## src/rtl/dmem_io_bridge.sv

```systemverilog
// dmem_io_bridge: address decoder between the processor dmem port and the data RAM.
// Maps the RAM, a small I/O block (LED, timer with compare, TX FIFO to the UART)
// and an unmapped region that reads as zero.
// Optional build macro DMEM_IO_SWITCH_EN adds a synchronized 16-bit switch input at IO offset 0x5.
module dmem_io_bridge #(
  parameter int RAM_AW   = 12,
  parameter int LED_W    = 8,
  parameter int TX_DEPTH = 8
) (
  input  logic              clock,
  input  logic              reset,
  input  logic [31:0]       proc_addr,
  input  logic [31:0]       proc_wdata,
  input  logic              proc_wren,
  output logic [31:0]       proc_rdata,
  output logic [RAM_AW-1:0] ram_addr,
  output logic [31:0]       ram_wdata,
  output logic              ram_wren,
  input  logic [31:0]       ram_q,
  output logic [LED_W-1:0]  led,
  output logic [7:0]        tx_data,
  output logic              tx_valid,
  input  logic              tx_ready,
  output logic              timer_match
`ifdef DMEM_IO_SWITCH_EN
  ,
  input  logic [15:0]       sw
`endif
);

  localparam int PW = $clog2(TX_DEPTH);
  localparam int CW = PW + 1;
  localparam logic [CW-1:0] DEPTH_C = CW'(TX_DEPTH);

  logic              sel_ram, sel_io;
  logic [3:0]        io_off;
  logic              wr_led, wr_timer, wr_cmp, wr_status, wr_tx;

  logic [LED_W-1:0]  led_q, led_d;
  logic [31:0]       timer_q, timer_d;
  logic [31:0]       cmp_q, cmp_d;
  logic              match_q, match_d;
  logic              ovf_q, ovf_d;

  logic [7:0]        fifo_mem [TX_DEPTH];
  logic [PW-1:0]     rptr_q, rptr_d, wptr_q, wptr_d;
  logic [CW-1:0]     cnt_q, cnt_d;
  logic              fifo_full, fifo_empty, push, pop, ovf_set;

  logic [31:0]       led_ext, io_rdata;

`ifdef DMEM_IO_SWITCH_EN
  logic [15:0]       sw_meta_q, sw_sync_q;

  // Two-flop synchronizer for the asynchronous switch inputs.
  always_ff @(posedge clock or negedge reset) begin
    if (!reset) begin
      sw_meta_q <= '0;
      sw_sync_q <= '0;
    end else begin
      sw_meta_q <= sw;
      sw_sync_q <= sw_meta_q;
    end
  end
`endif

  // Address decode and per-register write strobes; the IO window sits at the top 16 words.
  always_comb begin
    sel_ram   = (proc_addr >> RAM_AW) == 32'd0;
    sel_io    = proc_addr[31:4] == 28'hFFFFFFF;
    io_off    = proc_addr[3:0];
    wr_led    = proc_wren && sel_io && (io_off == 4'h0);
    wr_timer  = proc_wren && sel_io && (io_off == 4'h1);
    wr_cmp    = proc_wren && sel_io && (io_off == 4'h2);
    wr_status = proc_wren && sel_io && (io_off == 4'h3);
    wr_tx     = proc_wren && sel_io && (io_off == 4'h4);
  end

  assign ram_addr  = proc_addr[RAM_AW-1:0];
  assign ram_wdata = proc_wdata;
  assign ram_wren  = proc_wren && sel_ram;

  // FIFO control: a pop frees the slot, so a push while full is still accepted alongside it.
  always_comb begin
    fifo_full  = cnt_q == DEPTH_C;
    fifo_empty = cnt_q == '0;
    pop        = !fifo_empty && tx_ready;
    push       = wr_tx && (!fifo_full || pop);
    ovf_set    = wr_tx && fifo_full && !pop;
    rptr_d     = pop  ? rptr_q + PW'(1) : rptr_q;
    wptr_d     = push ? wptr_q + PW'(1) : wptr_q;
    cnt_d      = cnt_q;
    if (push && !pop)      cnt_d = cnt_q + CW'(1);
    else if (pop && !push) cnt_d = cnt_q - CW'(1);
  end

  // Register next-state: timer write beats the increment, match set beats the STATUS clear.
  always_comb begin
    led_d   = wr_led ? proc_wdata[LED_W-1:0] : led_q;
    timer_d = wr_timer ? 32'd0 : timer_q + 32'd1;
    cmp_d   = wr_cmp ? proc_wdata : cmp_q;
    match_d = (timer_d == cmp_q) || (match_q && !wr_status);
    ovf_d   = ovf_set || (ovf_q && !wr_status);
  end

  // State registers for the I/O block and FIFO pointers.
  always_ff @(posedge clock or negedge reset) begin
    if (!reset) begin
      led_q   <= '0;
      timer_q <= '0;
      cmp_q   <= 32'hFFFF_FFFF;
      match_q <= 1'b0;
      ovf_q   <= 1'b0;
      rptr_q  <= '0;
      wptr_q  <= '0;
      cnt_q   <= '0;
    end else begin
      led_q   <= led_d;
      timer_q <= timer_d;
      cmp_q   <= cmp_d;
      match_q <= match_d;
      ovf_q   <= ovf_d;
      rptr_q  <= rptr_d;
      wptr_q  <= wptr_d;
      cnt_q   <= cnt_d;
    end
  end

  // FIFO storage is deliberately left unreset; tx_data masks it while empty.
  always_ff @(posedge clock) begin
    if (push) fifo_mem[wptr_q] <= proc_wdata[7:0];
  end

  assign led         = led_q;
  assign timer_match = match_q;
  assign tx_valid    = !fifo_empty;
  assign tx_data     = fifo_empty ? 8'h00 : fifo_mem[rptr_q];

  // Load data mux: RAM passthrough, IO register select, zero elsewhere.
  always_comb begin
    led_ext              = '0;
    led_ext[LED_W-1:0]   = led_q;
    io_rdata             = '0;
    case (io_off)
      4'h0: io_rdata = led_ext;
      4'h1: io_rdata = timer_q;
      4'h2: io_rdata = cmp_q;
      4'h3: io_rdata = {28'd0, ovf_q, match_q, fifo_empty, fifo_full};
`ifdef DMEM_IO_SWITCH_EN
      4'h5: io_rdata = {16'd0, sw_sync_q};
`endif
      default: io_rdata = '0;
    endcase
    if (sel_ram)     proc_rdata = ram_q;
    else if (sel_io) proc_rdata = io_rdata;
    else             proc_rdata = '0;
  end

endmodule
```

## config.mk

```make
export PLATFORM = sky130hd
export DESIGN_NAME = dmem_io_bridge
export DESIGN_NICKNAME = d
export VERILOG_FILES = /design/src/rtl/dmem_io_bridge.sv
export SDC_FILE = /design/constraint.sdc
export NUM_CORES = 1
export LEC_CHECK = 0
export BUFFER_PORTS_ARGS = -buffer_cell sky130_fd_sc_hd__buf_4
export CORE_MARGIN = 1.5
export CORE_UTILIZATION = 50
export CTS_CLUSTER_SIZE = 10
export DETAILED_ROUTE_END_ITERATION = 7
export GPL_ROUTABILITY_DRIVEN = 0
export PLACE_DENSITY = 0.74
export SLEW_MARGIN = 20
export SYNTH_ARGS = -nofsm -noshare
export SYNTH_HDL_FRONTEND = slang
export SYNTH_SLANG_ARGS = --single-unit
```

## constraint.sdc

```tcl
create_clock -name clock -period 8.9 [get_ports clock]
set_clock_uncertainty 0.15 [all_clocks]
set_input_delay 0.89 -clock clock [delete_from_list [all_inputs] [get_ports clock]]
set_output_delay 0.89 -clock clock [all_outputs]
set_load 0.02 [all_outputs]
```

==> results.md, run 1 <==
* Status: finished, final reports clean
* Count of pins on the block boundary at 195
* Nets at 978
* Count of distinct cell types in the synthesized netlist at 65
* Final TNS setup at 0 ns
* Max-cap viol count at 0
* Cell area after layout at 10020 µm²
* Worst slew margin relative to its limit at 31.22%
* Number of antenna violations at the first check in global routing at 0
* Leakage at 0.003963 µW
* CTS H-tree lvls at 4
* Fraction of power spent switching nets at 23.18%
* Number of post-CTS setup repair buffers at 0
* Register bit total from synthesis at 148
* Internal power at 1159 µW
* Number of detailed-routing iterations run before antenna repair at 5
* Final max-slew violation count at 0
* Initial core utilization at 51.12%
* Async set-or-reset flop fraction in the synthesized netlist at 56.76%
* Max rail drop VDD at 0.1239 mV
* Die area at 16950 µm²
* Core box area at 15830 µm²
* Overflow after GRT at 0
* Path class of the lowest-slack min-delay path: in2async
* Wire length of the first global-routing pass at 31.20 mm
* Placement Rows at 46
* Crit Path Max Fanout at 41
* Clock-pin slew on the worst setup and hold paths at 0.06 ns
* Post-synthesis instance area at 8092 µm²
* Nature of the critical path startpoint: primary input
* Overall via count from detail_route at 6227
* Synth Net Count at 833
* Proportion of power drawn by flip-flops and latches at 47.3%
* EDFF count, synth at 64
* Number of buffers inserted by hold repair at cts at 0
* Top achievable clock speed at 0.2407 GHz
* Number of buffers created by CTS at 17
* Crit share post-route at 46.68%
* Yosys warnings at 0
* Post-route insts no fill at 1100
* Area growth syn-to-layout at 23.80%
* Routed wirelength normalized by instance count at 18.57 µm
* Number of DRC violations after detailed-routing iteration 0 at 472
* Predominant post-synthesis flop cell: sky130_fd_sc_hd__edfxtp_1
* Dpl cells at 1068
* Cell area reported after detailed placement at 9425 µm²
* Required time at the endpoint of the critical path at 9.09 ns
* Global Route Usage Sum at 24.47%
* Chip width at 130.2 µm
* Worst Hold Margin at 0.2344 ns
* Kind of end point of the critical path: register
* Mapped Cells at 726
* CP arrival at 4.35 ns
* RSZ-0062 raised after global routing: false
* Measured slew at the worst slew-check pin at 1.029 ns
* Number of instances resized during post-cts repair at 0
* Fin. Hold Viols at 0
* Clock group share of total power at 46.6%
* Net load switching power at 349.6 µW
* Latest clock arrival within the worst-skew pair at 0.43 ns
* Critical Setup Path Class: in2reg
* Gate power share at 6.1%
* Portion of the post-synthesis area used by sequential elements at 50.22%
* Setup violation total in the final timing report at 0
* Number of remaining DRC errors at 0
* Number of nets still failing antenna checks after routing at 0
* Via count of the first global-routing pass at 5915
* Maximum number of pins on one net before global-route repair at 56
* Total power per unit cell area at 150.6 nW/µm²
* Chip height at 130.2 µm
* Clock Tree Buf Depth at 2
* Diode count at 0
* Proportion of layout cells with a drive suffix above 1 at 38.69%
* Post-layout minimum cycle time at 4.154 ns
* Total Routed Length at 20.43 mm
* Count of port buffers added during placement at 194
* Root buffer cell: sky130_fd_sc_hd__clkbuf_16
* Vias per std cell at 5.661
* Clock sink total at 148
* Total half-perimeter wirelength after legalization and detailed placement at 14.96 mm
* Avg Inst Size Synth at 11.15 µm²
* TritonCTS clock tree: built
==> layout by cell type, fill, tap and decap left out, types with 6 or more instances in the layout <==
master and instances:
sky130_fd_sc_hd__a21oi_1 19, sky130_fd_sc_hd__a22oi_1 26, sky130_fd_sc_hd__and2_1 6, sky130_fd_sc_hd__and3_1 9
sky130_fd_sc_hd__and4_1 6, sky130_fd_sc_hd__buf_4 201, sky130_fd_sc_hd__clkbuf_16 17, sky130_fd_sc_hd__dfrtp_1 51
sky130_fd_sc_hd__dfstp_2 32, sky130_fd_sc_hd__edfxtp_1 64, sky130_fd_sc_hd__ha_1 6, sky130_fd_sc_hd__inv_1 9
sky130_fd_sc_hd__mux2_2 45, sky130_fd_sc_hd__mux2i_1 13, sky130_fd_sc_hd__mux4_2 19, sky130_fd_sc_hd__nand2_1 56
sky130_fd_sc_hd__nand3_1 22, sky130_fd_sc_hd__nand4_1 14, sky130_fd_sc_hd__nor2_1 71, sky130_fd_sc_hd__nor3_1 7
sky130_fd_sc_hd__nor4_1 17, sky130_fd_sc_hd__o21ai_0 51, sky130_fd_sc_hd__or3_1 6, sky130_fd_sc_hd__xnor2_1 25
sky130_fd_sc_hd__xor2_1 14
==> stage by stage <==
stage | total power [µW] | setup slack [ns] | utilization [%]
2_1_floorplan | 765.3 | 5.220 | -
3_3_place_gp | 818.0 | 4.418 | 59.55
3_5_place_dp | 819.0 | 4.307 | 59.55
4_1_cts | 1517 | 4.746 | 63.22
5_1_grt | 1551 | 4.486 | 63.29
6_report | 1508 | 4.746 | 63.29
==> cell usage after synthesis, types with 5 or more instances <==
cell type | number | share of area, %
sky130_fd_sc_hd__nor2_1 | 72 | 3.3
sky130_fd_sc_hd__edfxtp_1 | 64 | 24
sky130_fd_sc_hd__nand2_1 | 56 | 2.6
sky130_fd_sc_hd__dfrtp_1 | 52 | 16
sky130_fd_sc_hd__o21ai_0 | 51 | 3.2
sky130_fd_sc_hd__mux2_2 | 45 | 6.3
sky130_fd_sc_hd__buf_4 | 44 | 4.1
sky130_fd_sc_hd__dfstp_2 | 32 | 10
sky130_fd_sc_hd__a22oi_1 | 26 | 2.4
sky130_fd_sc_hd__xnor2_1 | 25 | 2.7
sky130_fd_sc_hd__nand3_1 | 22 | 1.4
sky130_fd_sc_hd__clkbuf_1 | 21 | 0.97
sky130_fd_sc_hd__a21oi_1 | 19 | 1.2
sky130_fd_sc_hd__mux4_2 | 19 | 5.3
sky130_fd_sc_hd__nor4_1 | 17 | 1.3
sky130_fd_sc_hd__nand4_1 | 14 | 1.1
sky130_fd_sc_hd__xor2_1 | 14 | 1.5
sky130_fd_sc_hd__mux2i_1 | 13 | 1.6
sky130_fd_sc_hd__nor3_1 | 10 | 0.62
sky130_fd_sc_hd__and3_1 | 9 | 0.70
sky130_fd_sc_hd__inv_1 | 9 | 0.42
sky130_fd_sc_hd__and2_1 | 6 | 0.46
sky130_fd_sc_hd__and4_1 | 6 | 0.65
sky130_fd_sc_hd__ha_1 | 6 | 0.93
sky130_fd_sc_hd__or3_1 | 6 | 0.46
sky130_fd_sc_hd__buf_1 | 5 | 0.23
sky130_fd_sc_hd__buf_2 | 5 | 0.31
sky130_fd_sc_hd__nand2b_1 | 5 | 0.39
sky130_fd_sc_hd__nor2b_1 | 5 | 0.39
==> critical path, cell delays in order <==
cell and delay, ns:
sky130_fd_sc_hd__buf_4 0.20, sky130_fd_sc_hd__nor2b_1 0.40, sky130_fd_sc_hd__and2_1 0.81, sky130_fd_sc_hd__and4_1 0.29
sky130_fd_sc_hd__buf_4 0.39, sky130_fd_sc_hd__o21ai_0 0.22, sky130_fd_sc_hd__a221o_1 0.35, sky130_fd_sc_hd__a2111oi_0 0.26
sky130_fd_sc_hd__and4_1 0.24, sky130_fd_sc_hd__nand4_1 0.10, sky130_fd_sc_hd__o31ai_2 0.19
==> final timing paths <==
check                                startpoint                     to  slack (ns)  depth (start not counted)
min reg2reg                cnt_q[3]$_DFFE_PN0P_   cnt_q[3]$_DFFE_PN0P_        0.38                          1
max                                proc_addr[0]  timer_match$_DFF_PN0_        4.75                         11
min                                       reset  timer_q[18]$_DFF_PN0_        0.23                          1
max reg2reg                timer_q[0]$_DFF_PN0_  timer_match$_DFF_PN0_        5.49                         10
min in group clock         cnt_q[3]$_DFFE_PN0P_   cnt_q[3]$_DFFE_PN0P_        0.38                          1
max in group asynchronous                 reset  rptr_q[0]$_DFFE_PN0N_        7.29                          2
==> metal layers <==
layer / vias up / wire length (µm) / global-route usage [%]
met4: 0 / 405 / 8.562
met2: 206 / 10510 / 42.26
met1: 3040 / 8472 / 30.61
met3: 28 / 1036 / 5.002
li1: 2953 / - / -
met5: - / 0 / 0
==> sequential cells by signal (all words and copies together) (netlist names) <==
register and flops:
cnt_q 4, ovf_q 1, timer_match 1, fifo_mem 64, led 8, cmp_q 32
wptr_q 3, timer_q 32, rptr_q 3
==> cell type report <==
cell class / instances / area [µm²]
flip-flops and latches: 148 / 4065
fillers: 1245 / 5811
well taps: 216 / 270.3
multi-input cells: 494 / 3558
clock inverters: 14 / 141.4
clock buffers: 18 / 439.2
inverters: 9 / 33.78
repair buffers: 201 / 1509
==> power groups by stage <==
stage | clock [µW] | sequential [µW] | combinational, µW
CTS | 711 | 714 | 92.4
detailed placement | 0 | 727 | 92.2
global placement | 0 | 727 | 91.2
finish | 703 | 714 | 91.5
floorplan | 0 | 727 | 38.2
global route | 740 | 713 | 98.4
==> logic make-up (layout without fill, tap and decap cells) <==
group           Yosys count  after routing  share of synthesized area [%]
compound gates          126            126                          9.989
mux                      77             77                          13.16
simple gates            245            245                          15.22
buf+inv                  84            242                          6.015
flops                   148            148                          50.22
xor+xnor                 39             39                          4.221
fa+ha+maj                 7              7                          1.175
Note: power is estimated with default switching activity, not from simulation.
==> run 2, diff against run 1 <==
==> constraint.sdc (replaced) <==
create_clock -name clock -period 3.9 [get_ports clock]
set_clock_uncertainty 0.15 [all_clocks]
set_input_delay 0.39 -clock clock [delete_from_list [all_inputs] [get_ports clock]]
set_output_delay 0.39 -clock clock [all_outputs]
set_load 0.02 [all_outputs]
==> results.md, run 2 (same netlist as run 1, synthesis figures left out) <==
* Status: complete, but fails checks
* Violated checks: hold timing
* TritonCTS clock tree: built
* RSZ-0062 raised after global routing: false
* Fraction of power spent switching nets at 23.24% (+0.058 points)
* Total power per unit cell area at 356.1 nW/µm² (+140%)
* Cells on worst reg2reg path at 10 (unchanged)
* Clock group share of total power at 49.3% (+2.7 points)
* Measured slew at the worst slew-check pin at 0.9717 ns (-0.05727 ns)
* Overflow after GRT at 0 (unchanged)
* Commonest cells after routing, fill and taps aside: sky130_fd_sc_hd__buf_4, sky130_fd_sc_hd__nor2_1, sky130_fd_sc_hd__edfxtp_1
* Number of remaining DRC errors at 0 (unchanged)
* Internal power at 2785 µW (+140%)
* Setup violation total in the final timing report at 0 (unchanged)
* Clock-pin slew on the worst setup and hold paths at 0.07 ns (about the same)
* Clock Tree Buf Depth at 2 (unchanged)
* Placement Rows at 46 (unchanged)
* Number of buffers inserted by hold repair at cts at 0 (unchanged)
* Most common library cell in the layout ignoring fill and taps: sky130_fd_sc_hd__buf_4
* Number of buffers created by CTS at 17 (unchanged)
* Top achievable clock speed at 0.3071 GHz
* Proportion of power drawn by flip-flops and latches at 44.9% (-2.4 points)
* Number of instances resized during post-cts repair at 0 (unchanged)
* Overall via count from detail_route at 6367 (+2.2%)
* CTS H-tree lvls at 4 (unchanged)
* Number of detailed-routing iterations run before antenna repair at 5 (unchanged)
* Maximum number of pins on one net before global-route repair at 77 (+38%)
* Final TNS setup at 0 ns (unchanged)
* Area growth syn-to-layout at 25.92%
* Worst flop-to-flop path startpoint: timer_q[0]$_DFF_PN0_
* Clock sink total at 148 (unchanged)
* Core box area at 15830 µm² (unchanged)
* Filler cells at 1257 (+0.96%)
* Diode count at 0 (unchanged)
* Path class of the lowest-slack min-delay path: in2async
* Routed wirelength normalized by instance count at 18.42 µm (-0.79%)
* Leakage at 0.004064 µW (+2.5%)
* Most flops, register: fifo_mem
* Crit share post-route at 83.49%
* Chip width at 130.2 µm (unchanged)
* R2R Path End: timer_match$_DFF_PN0_
* Required time at the endpoint of the critical path at 4.09 ns (-5.00 ns)
* Number of nets still failing antenna checks after routing at 0 (unchanged)
* Count of pins on the block boundary at 195 (unchanged)
* Root buffer cell: sky130_fd_sc_hd__clkbuf_16
* Chip height at 130.2 µm (unchanged)
* Worst Hold Margin at -0.02104 ns (-0.2554 ns)
* Kind of end point of the critical path: register
* Number of antenna violations at the first check in global routing at 0 (unchanged)
* Flop-to-flop setup slack at 0.64 ns (-4.85 ns)
* Final max-slew violation count at 0 (unchanged)
* Total Routed Length at 20.52 mm (+0.47%)
* Global Route Usage Sum at 24.90% (+0.43 points)
* Max-cap viol count at 0 (unchanged)
* Proportion of layout cells with a drive suffix above 1 at 39.31% (+0.62 points)
* Initial core utilization at 51.12% (unchanged)
* Number of DRC violations after detailed-routing iteration 0 at 451 (-4.4%)
* Vias per std cell at 5.715 (+0.96%)
* Wire length of the first global-routing pass at 32.06 mm (+2.7%)
* Crit Path Max Fanout at 9 (-78%)
* Largest registers: fifo_mem (64), cmp_q (32), timer_q (32)
* Count of port buffers added during placement at 194 (unchanged)
* Die area at 16950 µm² (unchanged)
* Worst-case setup slack after placement at 0.6550 ns (-3.652 ns)
* Critical Setup Path Class: reg2reg
* Latest clock arrival within the worst-skew pair at 0.42 ns (about the same)
* Max rail drop VDD at 0.2677 mV (+120%)
* Worst slew margin relative to its limit at 35.22% (+4.0 points)
* Post-layout minimum cycle time at 3.256 ns
* Minimum setup slack in the final design at 0.6441 ns (-4.102 ns)
* Net load switching power at 843.2 µW (+140%)
* Via count of the first global-routing pass at 6101 (+3.1%)
* Total half-perimeter wirelength after legalization and detailed placement at 14.93 mm (-0.20%)
* CP arrival at 3.44 ns (-0.91 ns)
* Fin. Hold Viols at 19 (+19)
* Utilization after layout at 64.37% (+1.1 points)
* Nets at 992 (+1.4%)
* Gate power share at 5.8% (-0.3 points)
* Nature of the critical path startpoint: register
* Number of post-CTS setup repair buffers at 0 (unchanged)
* Flip-flop count of the largest register, all copies and words added at 64 (unchanged)
## run 2: changes by cell type in the layout (fill, tap and decap cells not counted), moves of 3 or more
cell / before / now
sky130_fd_sc_hd__clkinv_4: 5 / 1
sky130_fd_sc_hd__clkinv_8: 0 / 3
sky130_fd_sc_hd__buf_4: 201 / 215
sky130_fd_sc_hd__inv_8: 2 / 6
## run 2: worst max-delay path: stages, from the launching register on
cell and delay (ns):
sky130_fd_sc_hd__dfrtp_1 0.47, sky130_fd_sc_hd__ha_1 0.27, sky130_fd_sc_hd__nand4_1 0.32, sky130_fd_sc_hd__or2_1 0.36
sky130_fd_sc_hd__o41ai_1 0.33, sky130_fd_sc_hd__a21oi_1 0.11, sky130_fd_sc_hd__nor4_1 0.36, sky130_fd_sc_hd__a21oi_1 0.14
sky130_fd_sc_hd__a2111oi_2 0.34, sky130_fd_sc_hd__nand4_1 0.14, sky130_fd_sc_hd__o31ai_2 0.18
## run 2: worst max-delay path by stage
stage                         startpoint                     to  cells past startpoint
CTS                 timer_q[0]$_DFF_PN0_  timer_match$_DFF_PN0_                     10
floorplan           cnt_q[2]$_DFFE_PN0P_   cnt_q[3]$_DFFE_PN0P_                     11
global route        timer_q[0]$_DFF_PN0_  timer_match$_DFF_PN0_                     10
finish              timer_q[0]$_DFF_PN0_  timer_match$_DFF_PN0_                     10
global placement           proc_addr[30]   cnt_q[3]$_DFFE_PN0P_                     14
detailed placement         proc_addr[30]   cnt_q[3]$_DFFE_PN0P_                     14
## run 2: cell type report
cell class | count | area [µm²] | area share, %
tap | 216 | 270.3 | 2.653
timing repair buffer | 215 | 1614 | 15.84
inverter | 9 | 33.78 | 0.3316
sequential | 148 | 4064 | 39.89
clock buffer | 17 | 425.4 | 4.175
clock inverter | 15 | 232.7 | 2.284
multi-input combinational | 494 | 3548 | 34.83
## run 2: per-layer routing
| layer | track usage, % | wire [µm] | vias up |
|---|---|---|---|
| met5 | 0 | 0 | - |
| met4 | 7.712 | 380 | 0 |
| met3 | 4.551 | 930 | 29 |
| met2 | 43.59 | 10790 | 235 |
| met1 | 31.39 | 8422 | 3123 |
| li1 | - | - | 2980 |
## run 2: stage by stage
stage          cells  total power (µW)  instance area (µm²)
2_1_floorplan    726              1747                 8092
3_3_place_gp    1082              1869                 9530
3_5_place_dp    1082              1871                 9530
4_1_cts         1114              3655                10190
5_1_grt         1114              3730                10190
6_report        1114              3629                10190
## run 2: power groups by stage
| stage | clock network, µW | logic (µW) | registers, µW |
|---|---|---|---|
| 2_1_floorplan | 0 | 87.2 | 1660 |
| 3_3_place_gp | 0 | 210 | 1660 |
| 3_5_place_dp | 0 | 212 | 1660 |
| 4_1_cts | 1810 | 213 | 1630 |
| 5_1_grt | 1880 | 226 | 1630 |
| 6_report | 1790 | 210 | 1630 |
==> run 3, diff against run 2 <==
==> constraint.sdc (replaced) <==
create_clock -name clock -period 3.25 [get_ports clock]
set_clock_uncertainty 0.15 [all_clocks]
set_input_delay 0.325 -clock clock [delete_from_list [all_inputs] [get_ports clock]]
set_output_delay 0.325 -clock clock [all_outputs]
set_load 0.02 [all_outputs]
==> results.md, run 3 (same netlist as run 1, synthesis figures left out) <==
* Status: finished, final reports clean
* Area growth syn-to-layout at 30.04%
* Latest clock arrival within the worst-skew pair at 0.42 ns (about the same)
* Kind of end point of the critical path: register
* Most common library cell in the layout ignoring fill and taps: sky130_fd_sc_hd__buf_4
* Path class of the lowest-slack min-delay path: in2reg
* Top achievable clock speed at 0.3302 GHz (+7.5%)
* Count of pins on the block boundary at 195 (unchanged)
* Minimum setup slack in the final design at 0.2218 ns (-0.4223 ns)
* Placement Rows at 46 (unchanged)
* Cell area after layout at 10520 µm² (+3.3%)
* Die area at 16950 µm² (unchanged)
* Critical Setup Path Class: reg2reg
* Root buffer cell: sky130_fd_sc_hd__clkbuf_16
* Wire length of the first global-routing pass at 32.47 mm (+1.3%)
* Commonest cells after routing, fill and taps aside: sky130_fd_sc_hd__buf_4, sky130_fd_sc_hd__nor2_1, sky130_fd_sc_hd__edfxtp_1
* Vias per std cell at 5.659 (-0.99%)
* Diode count at 0 (unchanged)
* Max-cap viol count at 0 (unchanged)
* Total Routed Length at 20.87 mm (+1.7%)
* Required time at the endpoint of the critical path at 3.43 ns (-0.66 ns)
* Nets at 1032 (+4.0%)
* Setup violation total in the final timing report at 0 (unchanged)
* Crit Path Max Fanout at 8 (-1)
* Fin. Hold Viols at 0 (-19)
* Initial core utilization at 51.12% (unchanged)
* Number of remaining DRC errors at 0 (unchanged)
* Clock Tree Buf Depth at 2 (unchanged)
* Highest metal used: met4
* Overall via count from detail_route at 6530 (+2.6%)
* Post-route insts no fill at 1154 (+3.6%)
* Total power per unit cell area at 398.8 nW/µm² (+12%)
* Via count of the first global-routing pass at 6390 (+4.7%)
* Max rail drop VDD at 0.3087 mV (+15%)
* Number of nets still failing antenna checks after routing at 0 (unchanged)
* Worst slew margin relative to its limit at 50.52% (+15 points)
* Core box area at 15830 µm² (unchanged)
* Clock sink total at 148 (unchanged)
* Proportion of layout cells with a drive suffix above 1 at 40.09% (+0.78 points)
* Number of DRC violations after detailed-routing iteration 0 at 422 (-6.4%)
* Met3 WL at 926 µm (-0.43%)
* Most flops, register: fifo_mem
* TritonCTS clock tree: built
* Flip-flop count of the largest register, all copies and words added at 64 (unchanged)
* Crit share post-route at 93.18% (+9.7 points)
* Total half-perimeter wirelength after legalization and detailed placement at 15.32 mm (+2.6%)
* Leakage at 0.004207 µW (+3.5%)
* Number of detailed-routing iterations run before antenna repair at 5 (unchanged)
* Dpl cells at 1095 (+1.2%)
* Nature of the critical path startpoint: register
* Number of antenna violations at the first check in global routing at 0 (unchanged)
* CTS H-tree lvls at 4 (unchanged)
* Maximum number of pins on one net before global-route repair at 82 (+6.5%)
* Worst-case setup slack after placement at 0.03963 ns (-0.6154 ns)
* Largest registers: fifo_mem (64), cmp_q (32), timer_q (32)
* Final max-slew violation count at 0 (unchanged)
* Number of buffers created by CTS at 17 (unchanged)
* Met2 wirelength from detailed routing at 10.91 mm (+1.1%)
* Routed wirelength normalized by instance count at 18.08 µm (-1.8%)
* Global Route Usage Sum at 25.01% (+0.10 points)
* Cell area reported after detailed placement at 9628 µm² (+1.0%)
* Routed length on met1 at 8.556 mm (+1.6%)
* Measured slew at the worst slew-check pin at 0.7422 ns (-0.2295 ns)
* CP arrival at 3.21 ns (-0.23 ns)
* Chip height at 130.2 µm (unchanged)
* Clock-pin slew on the worst setup and hold paths at 0.06 ns (about the same)
* Overflow after GRT at 0 (unchanged)
* Count of port buffers added during placement at 194 (unchanged)
* Post-layout minimum cycle time at 3.028 ns (-0.2277 ns)
* Total power at 4197 µW (+16%)
* Chip width at 130.2 µm (unchanged)
[run 3: repair_timing]
item	CTS	global route
hold buffers	24	0
setup buffers	0	3
resized for setup	0	7
endpoints found under the setup margin	0	1
endpoints found under the hold margin	75	0
[run 3: final cells by class]
cell class	count	area, µm²
Fill cell	1202	5305
Sequential cell	148	4065
Multi-Input combinational cell	494	3582
Timing Repair Buffer	255	1978
Clock buffer	17	425.4
Tap cell	216	270.3
Clock inverter	15	167.7
Inverter	9	33.78
[run 3: worst max-delay path: stages (launching register included)]
cell	delay (ns)
sky130_fd_sc_hd__dfrtp_2	0.41
sky130_fd_sc_hd__ha_1	0.25
sky130_fd_sc_hd__nand4_1	0.10
sky130_fd_sc_hd__buf_4	0.18
sky130_fd_sc_hd__buf_4	0.13
sky130_fd_sc_hd__nor4_1	0.21
sky130_fd_sc_hd__buf_4	0.18
sky130_fd_sc_hd__nand3_1	0.11
sky130_fd_sc_hd__xor2_2	0.19
sky130_fd_sc_hd__nand2_1	0.07
sky130_fd_sc_hd__o32a_1	0.28
sky130_fd_sc_hd__o21ai_0	0.21
sky130_fd_sc_hd__buf_4	0.16
sky130_fd_sc_hd__nand4_1	0.11
sky130_fd_sc_hd__o31ai_2	0.19
[run 3: layer usage]
metal / up-vias / GRT usage, %
met5: - / 0
met4: 0 / 9.216
met3: 40 / 4.469
met2: 213 / 44.12
met1: 3233 / 30.69
li1: 3044 / -
[run 3: through the flow]
| stage | setup TNS (ns) | hold WS (ns) | util [%] |
|---|---|---|---|
| 2_1_floorplan | 0 | -0.1206 | - |
| 3_5_place_dp | 0 | 0.3616 | 60.83 |
| 5_1_grt | -0.01943 | 0.009762 | 66.48 |
| 3_3_place_gp | 0 | 0.3554 | 60.83 |
| 6_report | 0 | 0.01579 | 66.48 |
| 4_1_cts | 0 | 0.001576 | 66.09 |
[run 3: final timing paths]
kind,start,end,slack [ns],cells after the start
min in group asynchronous,reset,timer_q[29]$_DFF_PN0_,0.37,2
worst max register to register,timer_q[0]$_DFF_PN0_,timer_match$_DFF_PN0_,0.22,14
worst min register to register,timer_q[0]$_DFF_PN0_,timer_q[0]$_DFF_PN0_,0.36,1
worst min-delay path,proc_wdata[6],fifo_mem[6][6]$_DFFE_PP_,0.02,1
worst max-delay path,timer_q[0]$_DFF_PN0_,timer_match$_DFF_PN0_,0.22,14
max in group asynchronous,reset,cmp_q[19]$_DFFE_PN1P_,1.94,3
[run 3: power breakdown]
part / switching (µW) / internal (µW)
combinational: 135 / 145
sequential: 0.000802 / 1960
clock: 814 / 1150
